**src/rtl/frame_tx_pkg.sv**
```systemverilog
// ============================================================================
// Module   : frame_tx_pkg
// Brief    : Shared widths, frame byte positions and emit FSM encodings for
//            the frame transmitter.
// Revision : 1.0 - initial release
// ============================================================================
`default_nettype none

package frame_tx_pkg;

    // Core bus widths (MemAddrBus / MemBus)
    localparam int c_mem_addr_bus_w = 32;
    localparam int c_mem_bus_w      = 32;
    localparam int c_len_w          = 16;

    localparam logic [7:0] c_hdr_byte_default = 8'hA5;

    // Header byte positions within the frame
    localparam logic [1:0] c_pos_hdr    = 2'd0;
    localparam logic [1:0] c_pos_id     = 2'd1;
    localparam logic [1:0] c_pos_len_lo = 2'd2;
    localparam logic [1:0] c_pos_len_hi = 2'd3;

    localparam int c_st_w = 2;
    localparam logic [c_st_w-1:0] c_st_idle    = 2'd0;
    localparam logic [c_st_w-1:0] c_st_hdr     = 2'd1;
    localparam logic [c_st_w-1:0] c_st_payload = 2'd2;
    localparam logic [c_st_w-1:0] c_st_csum    = 2'd3;

    function automatic logic [7:0] word_byte(input logic [c_mem_bus_w-1:0] w,
                                             input logic [1:0] idx);
        return w[{idx, 3'b000} +: 8];
    endfunction

endpackage

`default_nettype wire

```
**src/rtl/frame_tx_fifo.sv**
```systemverilog
// ============================================================================
// Module   : frame_tx_fifo
// Brief    : Synchronous word FIFO with registered occupancy and full/empty.
// Revision : 1.0 - initial release
// ============================================================================
`default_nettype none

module frame_tx_fifo #(
    parameter int WIDTH      = 32,
    parameter int FIFO_DEPTH = 4
) (
    input  logic             clk,
    input  logic             rst,
    input  logic             i_push,
    input  logic [WIDTH-1:0] i_wdata,
    input  logic             i_pop,
    output logic [WIDTH-1:0] o_rdata,
    output logic             o_full,
    output logic             o_empty
);

    localparam int c_aw = $clog2(FIFO_DEPTH);
    localparam logic [c_aw:0] c_depth_cnt = (c_aw + 1)'(FIFO_DEPTH);

    logic [WIDTH-1:0] r_mem [FIFO_DEPTH];
    logic [c_aw-1:0]  r_wr_ptr;
    logic [c_aw-1:0]  r_rd_ptr;
    logic [c_aw:0]    r_count;
    logic             w_do_push;
    logic             w_do_pop;

    assign o_full    = (r_count == c_depth_cnt);
    assign o_empty   = (r_count == '0);
    assign w_do_push = i_push && !o_full;
    assign w_do_pop  = i_pop && !o_empty;
    assign o_rdata   = r_mem[r_rd_ptr];

    // Storage needs no reset: occupancy alone decides what is readable
    always_ff @(posedge clk) begin
        if (w_do_push) begin
            r_mem[r_wr_ptr] <= i_wdata;
        end
    end

    always_ff @(posedge clk or negedge rst) begin
        if (!rst) begin
            r_wr_ptr <= '0;
            r_rd_ptr <= '0;
            r_count  <= '0;
        end else begin
            if (w_do_push) begin
                r_wr_ptr <= r_wr_ptr + 1'b1;
            end
            if (w_do_pop) begin
                r_rd_ptr <= r_rd_ptr + 1'b1;
            end
            case ({w_do_push, w_do_pop})
                2'b10:   r_count <= r_count + 1'b1;
                2'b01:   r_count <= r_count - 1'b1;
                default: r_count <= r_count;
            endcase
        end
    end

endmodule

`default_nettype wire

```
**src/rtl/frame_tx.sv**
```systemverilog
// ============================================================================
// Module   : frame_tx
// Brief    : Memory-to-stream frame transmitter: fetches words over a bus
//            master port and emits header, ID, length, payload, checksum.
// Revision : 1.0 - initial release
// ============================================================================
`default_nettype none

module frame_tx
    import frame_tx_pkg::*;
#(
    parameter logic [7:0] HDR_BYTE   = c_hdr_byte_default,
    parameter int         FIFO_DEPTH = 4
) (
    input  logic                        clk,
    input  logic                        rst,
    input  logic                        start_i,
    input  logic [c_mem_addr_bus_w-1:0] base_addr_i,
    input  logic [c_len_w-1:0]          len_i,
    output logic                        busy_o,
    output logic                        done_o,
    output logic [31:0]                 id_o,
    output logic                        mem_req_o,
    output logic                        mem_we_o,
    output logic [c_mem_addr_bus_w-1:0] mem_addr_o,
    input  logic [c_mem_bus_w-1:0]      mem_rdata_i,
    input  logic                        mem_gnt_i,
    output logic [7:0]                  tx_data_o,
    output logic                        tx_valid_o,
    input  logic                        tx_ready_i
);

    logic [c_st_w-1:0]           r_state;
    logic [1:0]                  r_byte_idx;
    logic [c_len_w-1:0]          r_len;
    logic [c_len_w-1:0]          r_words_left;
    logic [c_len_w-1:0]          r_fetch_left;
    logic [7:0]                  r_csum;
    logic [31:0]                 r_id;
    logic                        r_done;
    logic [c_mem_addr_bus_w-1:0] r_addr;

    logic [c_mem_bus_w-1:0]      w_fifo_rdata;
    logic                        w_fifo_full;
    logic                        w_fifo_empty;
    logic                        w_grant;
    logic                        w_start;
    logic                        w_xfer;
    logic                        w_pop;
    logic                        w_tx_valid;
    logic [7:0]                  w_tx_data;
    logic [c_mem_addr_bus_w-1:0] w_base_aligned;

    assign w_start        = start_i && (r_state == c_st_idle);
    assign w_base_aligned = base_addr_i & ~32'h3;
    // Full is the registered occupancy, so a same-cycle pop never re-opens it
    assign mem_req_o      = (r_fetch_left != '0) && !w_fifo_full;
    assign w_grant        = mem_req_o && mem_gnt_i;
    assign mem_we_o       = 1'b0;
    assign mem_addr_o     = r_addr;

    frame_tx_fifo #(
        .WIDTH      (c_mem_bus_w),
        .FIFO_DEPTH (FIFO_DEPTH)
    ) u_fifo (
        .clk     (clk),
        .rst     (rst),
        .i_push  (w_grant),
        .i_wdata (mem_rdata_i),
        .i_pop   (w_pop),
        .o_rdata (w_fifo_rdata),
        .o_full  (w_fifo_full),
        .o_empty (w_fifo_empty)
    );

    always_ff @(posedge clk or negedge rst) begin
        if (!rst) begin
            r_addr       <= '0;
            r_fetch_left <= '0;
        end else if (w_start) begin
            r_addr       <= w_base_aligned;
            r_fetch_left <= len_i;
        end else if (w_grant) begin
            r_addr       <= r_addr + 32'd4;
            r_fetch_left <= r_fetch_left - 16'd1;
        end
    end

    // Outputs decode only registered state, so data holds until it transfers
    always_comb begin
        w_tx_valid = 1'b0;
        w_tx_data  = 8'h00;
        case (r_state)
            c_st_hdr: begin
                w_tx_valid = 1'b1;
                case (r_byte_idx)
                    c_pos_hdr:    w_tx_data = HDR_BYTE;
                    c_pos_id:     w_tx_data = r_id[7:0];
                    c_pos_len_lo: w_tx_data = r_len[7:0];
                    c_pos_len_hi: w_tx_data = r_len[15:8];
                    default:      w_tx_data = 8'h00;
                endcase
            end
            c_st_payload: begin
                w_tx_valid = !w_fifo_empty;
                w_tx_data  = word_byte(w_fifo_rdata, r_byte_idx);
            end
            c_st_csum: begin
                w_tx_valid = 1'b1;
                w_tx_data  = r_csum;
            end
            default: begin
                w_tx_valid = 1'b0;
                w_tx_data  = 8'h00;
            end
        endcase
    end

    assign w_xfer = w_tx_valid && tx_ready_i;
    assign w_pop  = w_xfer && (r_state == c_st_payload) && (r_byte_idx == 2'd3);

    always_ff @(posedge clk or negedge rst) begin
        if (!rst) begin
            r_state      <= c_st_idle;
            r_byte_idx   <= '0;
            r_len        <= '0;
            r_words_left <= '0;
            r_csum       <= '0;
            r_id         <= '0;
            r_done       <= 1'b0;
        end else begin
            r_done <= 1'b0;
            case (r_state)
                c_st_idle: begin
                    if (start_i) begin
                        r_len        <= len_i;
                        r_words_left <= len_i;
                        r_csum       <= '0;
                        r_byte_idx   <= '0;
                        r_state      <= c_st_hdr;
                    end
                end
                c_st_hdr: begin
                    if (w_xfer) begin
                        r_byte_idx <= r_byte_idx + 2'd1;
                        if (r_byte_idx == c_pos_len_hi) begin
                            r_state <= (r_len == '0) ? c_st_csum : c_st_payload;
                        end
                    end
                end
                c_st_payload: begin
                    if (w_xfer) begin
                        r_csum     <= r_csum + w_tx_data;
                        r_byte_idx <= r_byte_idx + 2'd1;
                        if (r_byte_idx == 2'd3) begin
                            r_words_left <= r_words_left - 16'd1;
                            if (r_words_left == 16'd1) begin
                                r_state <= c_st_csum;
                            end
                        end
                    end
                end
                c_st_csum: begin
                    if (w_xfer) begin
                        r_state <= c_st_idle;
                        r_done  <= 1'b1;
                        r_id    <= r_id + 32'd1;
                    end
                end
                default: r_state <= c_st_idle;
            endcase
        end
    end

    assign busy_o     = (r_state != c_st_idle);
    assign done_o     = r_done;
    assign id_o       = r_id;
    assign tx_valid_o = w_tx_valid;
    assign tx_data_o  = w_tx_data;

endmodule

`default_nettype wire

```
**config.mk**
```make
export PLATFORM = sky130hd
export DESIGN_NAME = frame_tx
export DESIGN_NICKNAME = d
export VERILOG_FILES = /design/src/rtl/frame_tx_pkg.sv /design/src/rtl/frame_tx_fifo.sv /design/src/rtl/frame_tx.sv
export SDC_FILE = /design/constraint.sdc
export NUM_CORES = 1
export LEC_CHECK = 0
export ABC_AREA = 1
export BUFFER_PORTS_ARGS = -buffer_cell sky130_fd_sc_hd__buf_2
export CORE_MARGIN = 2
export CORE_UTILIZATION = 57
export DETAILED_ROUTE_END_ITERATION = 12
export GPL_TIMING_DRIVEN = 0
export PLACE_DENSITY = 0.83
export SLEW_MARGIN = 30
export SYNTH_ARGS = -nofsm -noshare
export SYNTH_HDL_FRONTEND = slang
export SYNTH_HIERARCHICAL = 1
export SYNTH_SLANG_ARGS = --single-unit
```
**constraint.sdc**
```tcl
create_clock -name clk -period 5.4 [get_ports clk]
set_clock_uncertainty 0.15 [all_clocks]
set_input_delay 0.27 -clock clk [delete_from_list [all_inputs] [get_ports clk]]
set_output_delay 0.27 -clock clk [all_outputs]
set_load 0.03 [all_outputs]
```
==> metrics.txt <==
top_reg_cell synth=dfrtp_1; RSZ-0062 raised after global routing=no; Placer Congestion=a little over 0.9; Max Root-Sink Buffers=3; Post-CTS Resized=0; nets=~1900; synth-to-layout area growth=22.50%; pin count of the biggest net entering global routing=68; die area=roughly 0.025 mm^2; # fillers=around 1700; Synth Area in XOR/XNOR=about 3.5%; setup ws final=approximately 1.6 ns; peak supply drop=roughly 0.33 mV; clock power share=21.6%; Comb pwr share=42.5%; Final Power=approximately 8.5 mW; Reg power frac=~36%; worst skew pair latency=between 0.5 and 0.6 ns; Synth Cell Area=approximately 0.014 mm^2; Distinct cells, synth=46; post-route ant nets=0; row count=56; leak pwr=between 7 and 8 nW; Via density=roughly 5.7; number of H-tree levels=1; Crit Path Class=flop to flop; initial antenna violation count=0; fin cells=approximately 2200; starting DRC count in detailed routing=1265; share of the synthesized area in the top cell type=between 20 and 30%; Total Wirelength=slightly below 40000 um; area leader, netlist=edfxtp_1; Critical Path Source Type=flop; Final Util=roughly 71%; WL per Instance=17.83 um; Final Critical Period=3.785 ns; Internal=between 4 and 5 mW; Synth Instances=about 1500; Syn Area/Cell=roughly 8.8 um^2; most frequent cell after synthesis=nand2_1; IO Count=162; placed insts=2027; routed vias=approximately 12000; adder-cell share of the synthesized area=between 2 and 3%; Initial Util=roughly 58%; first-pass GRT wire length=roughly 60000 um; layout cell share with drive strength beyond 1=roughly 16%; Place WS=between 1.5 and 2 ns; Die Y=158.3 um; Port Buffer Count=between 150 and 200; Final Hold Violating Endpoints=0; NetSw=3.689 mW; Root Buffer=clkbuf_16; EDFF count, synth=128; Slew @ Worst Pin=around 0.67 ns; switch share=between 40% and 50%; total CTS buffers=27; Synth Area in Compound Gates=10.46%; critical path peak fanout=11; Power per Cell Area=~500 mW/mm^2; TritonCTS clock tree=done; ANT cells=0; largest family of logic cells by synthesized area=simple AND/OR/NAND/NOR gates; status=complete, no violations; share of synthesized registers carrying an async set or reset=approximately half; slew margin rel.=about 55%; max-cap violations=0; Synth Area in Simple Gates=22.89%; top post-synthesis cells by area=edfxtp_1 (28%), dfrtp_1 (24%), nand2_1 (12%), inv_1 (5.2%), o211ai_1 (4.2%); Synth warnings=6; required time of the worst setup path=~5.7 ns; CP Capture Type=flop; number of global-route vias before repair=between 10000 and 15000; Remaining Overflow, GRT=0; Synth Register Bits=roughly 260; Post-DP HPWL=roughly 26000 um; Critical Path AT=4.09 ns; Fin Setup TNS=0 ns; GRT Util Overall=a little under a third; fin crit share=70.09%; postcts setup bufs=0; Sink Count=~260; Setup-failing EPs final=0; Worst-path clk slew=approximately 0.070 ns; Core Footprint=between 0.02 and 0.025 mm^2; fmax=about 260 MHz; DR pass1 iterations=6; top cells by count, synth=nand2_1 (430), inv_1 (189), nor2_1 (139); width of the die=roughly 160 um; Slew Limit Fails=0; Hold Path Class=primary input to asynchronous set/reset pin; sequential element share of the synthesized area=between 50 and 60%; mux share of post-synthesis cell area=0%; Reg2Reg Depth=19; drt drc=0
## worst max-delay path, cell delays in order, from the launching register on
cell and delay [ns]:
dfrtp_1 0.40, buf_2 0.19, clkinv_1 0.17, clkbuf_1 0.44
ha_1 0.26, inv_1 0.11, o22ai_1 0.21, a21oi_1 0.06
a21oi_1 0.15, a21oi_1 0.06, a21oi_1 0.36, ha_1 0.36
a21oi_1 0.16, nand2_1 0.12, nand3_1 0.09, nand3_1 0.09
inv_1 0.08, nand3_1 0.08, nand3_1 0.08, nand2_1 0.05
## cell type report
cell class                      count  area (um^2)  area share [%]
Sequential cell                   258         7097           42.69
Multi-Input combinational cell   1037         5403           32.50
Timing Repair Buffer              242         1744           10.49
Inverter                          199        749.5           4.509
Clock buffer                       35        745.7           4.486
Tap cell                          319        399.1           2.401
Buffer                             52        359.1           2.160
Clock inverter                     15        126.4          0.7602
## per-stage QoR
stage | cell area, um^2 | hold slack, ns
global placement | 14760 | 0.3065
finish | 16620 | 0.08724
global route | 16620 | 0.1148
detailed placement | 14950 | 0.1041
CTS | 16620 | 0.06760
floorplan | 13580 | -0.1756
## per-layer routing
metal  track usage (%)  share of wire (%)  up-vias
li1                  -                  -     5652
met1             38.59                 39     5809
met2             51.10                 49      678
met3             5.253                8.2      152
met4             15.02                4.4        0
met5                 0                  0        -
## final timing paths
kind | from | end | slack (ns)
worst min-delay path | rst | r_words_left[3]$_DFFE_PN0P_ | 0.09
worst min register to register | id_o[31]$_DFFE_PN0P_ | id_o[31]$_DFFE_PN0P_ | 0.32
worst max register to register | r_byte_idx[0]$_DFFE_PN0P_ | r_csum[7]$_DFFE_PN0P_ | 1.62
max in group asynchronous | rst | id_o[15]$_DFFE_PN0P_ | 4.28
worst max-delay path | r_byte_idx[0]$_DFFE_PN0P_ | r_csum[7]$_DFFE_PN0P_ | 1.62
min in group clk | mem_gnt_i | r_fetch_left[1]$_DFFE_PN0P_ | 0.09
## sequential cells by signal, summed over array words and instances, names as in the netlist
signal and flops:
r_state 2, r_len 16, u_fifo/r_mem 128, u_fifo/r_count 3, r_csum 8, r_byte_idx 2, mem_addr_o 30, u_fifo/r_wr_ptr 2
r_fetch_left 16, done_o 1, id_o 32, u_fifo/r_rd_ptr 2, r_words_left 16
## cells in the final DEF, fill, tap and decap left out, types with 3 or more instances in the layout
cell | Yosys | final
buf_16 | 0 | 5
clkbuf_16 | 0 | 27
nand3_2 | 6 | 6
nand2_1 | 430 | 430
nor2_4 | 6 | 10
o22ai_1 | 17 | 17
inv_2 | 5 | 5
nor2_2 | 9 | 9
conb_1 | 1 | 3
nand3_1 | 71 | 71
a21oi_1 | 34 | 34
o21ai_0 | 72 | 72
nor2_1 | 139 | 135
xor2_1 | 29 | 29
buf_4 | 11 | 11
dfrtp_1 | 130 | 130
nand2_4 | 3 | 3
clkinv_2 | 0 | 3
nor3_1 | 16 | 16
nor3_2 | 3 | 3
clkbuf_8 | 0 | 4
xnor2_1 | 26 | 26
a31oi_1 | 17 | 17
ha_1 | 25 | 25
buf_6 | 14 | 14
buf_2 | 14 | 169
clkbuf_1 | 12 | 16
o221ai_1 | 6 | 6
clkinv_1 | 4 | 7
o211ai_1 | 76 | 76
inv_1 | 189 | 189
nand2_2 | 6 | 6
nand3b_1 | 7 | 7
nand4_1 | 18 | 18
edfxtp_1 | 128 | 128
dlygate4sd3_1 | 0 | 80
## cells by family (layout without fill, tap and decap cells)
group | count (synthesis) | after routing
other cells | 1 | 3
flops | 258 | 258
simple gates | 723 | 723
compound gates | 229 | 229
xor+xnor | 55 | 55
buf+inv | 251 | 543
fa+ha+maj | 27 | 27
## power groups by stage
stage,logic [mW],registers [mW],clock network [mW]
after floorplan,2.18,3.20,0
after global routing,3.95,3.10,1.93
after global placement,3.25,3.05,0
final,3.61,3.05,1.84
after detailed placement,3.45,3.05,0
after CTS,3.53,3.02,1.85
## repair_timing
action / in CTS / in global routing
setup endpoints to repair: 0 / 0
hold endpoints to repair: 333 / 0
hold buffers: 80 / 0
(Power assumes the default switching activity.)
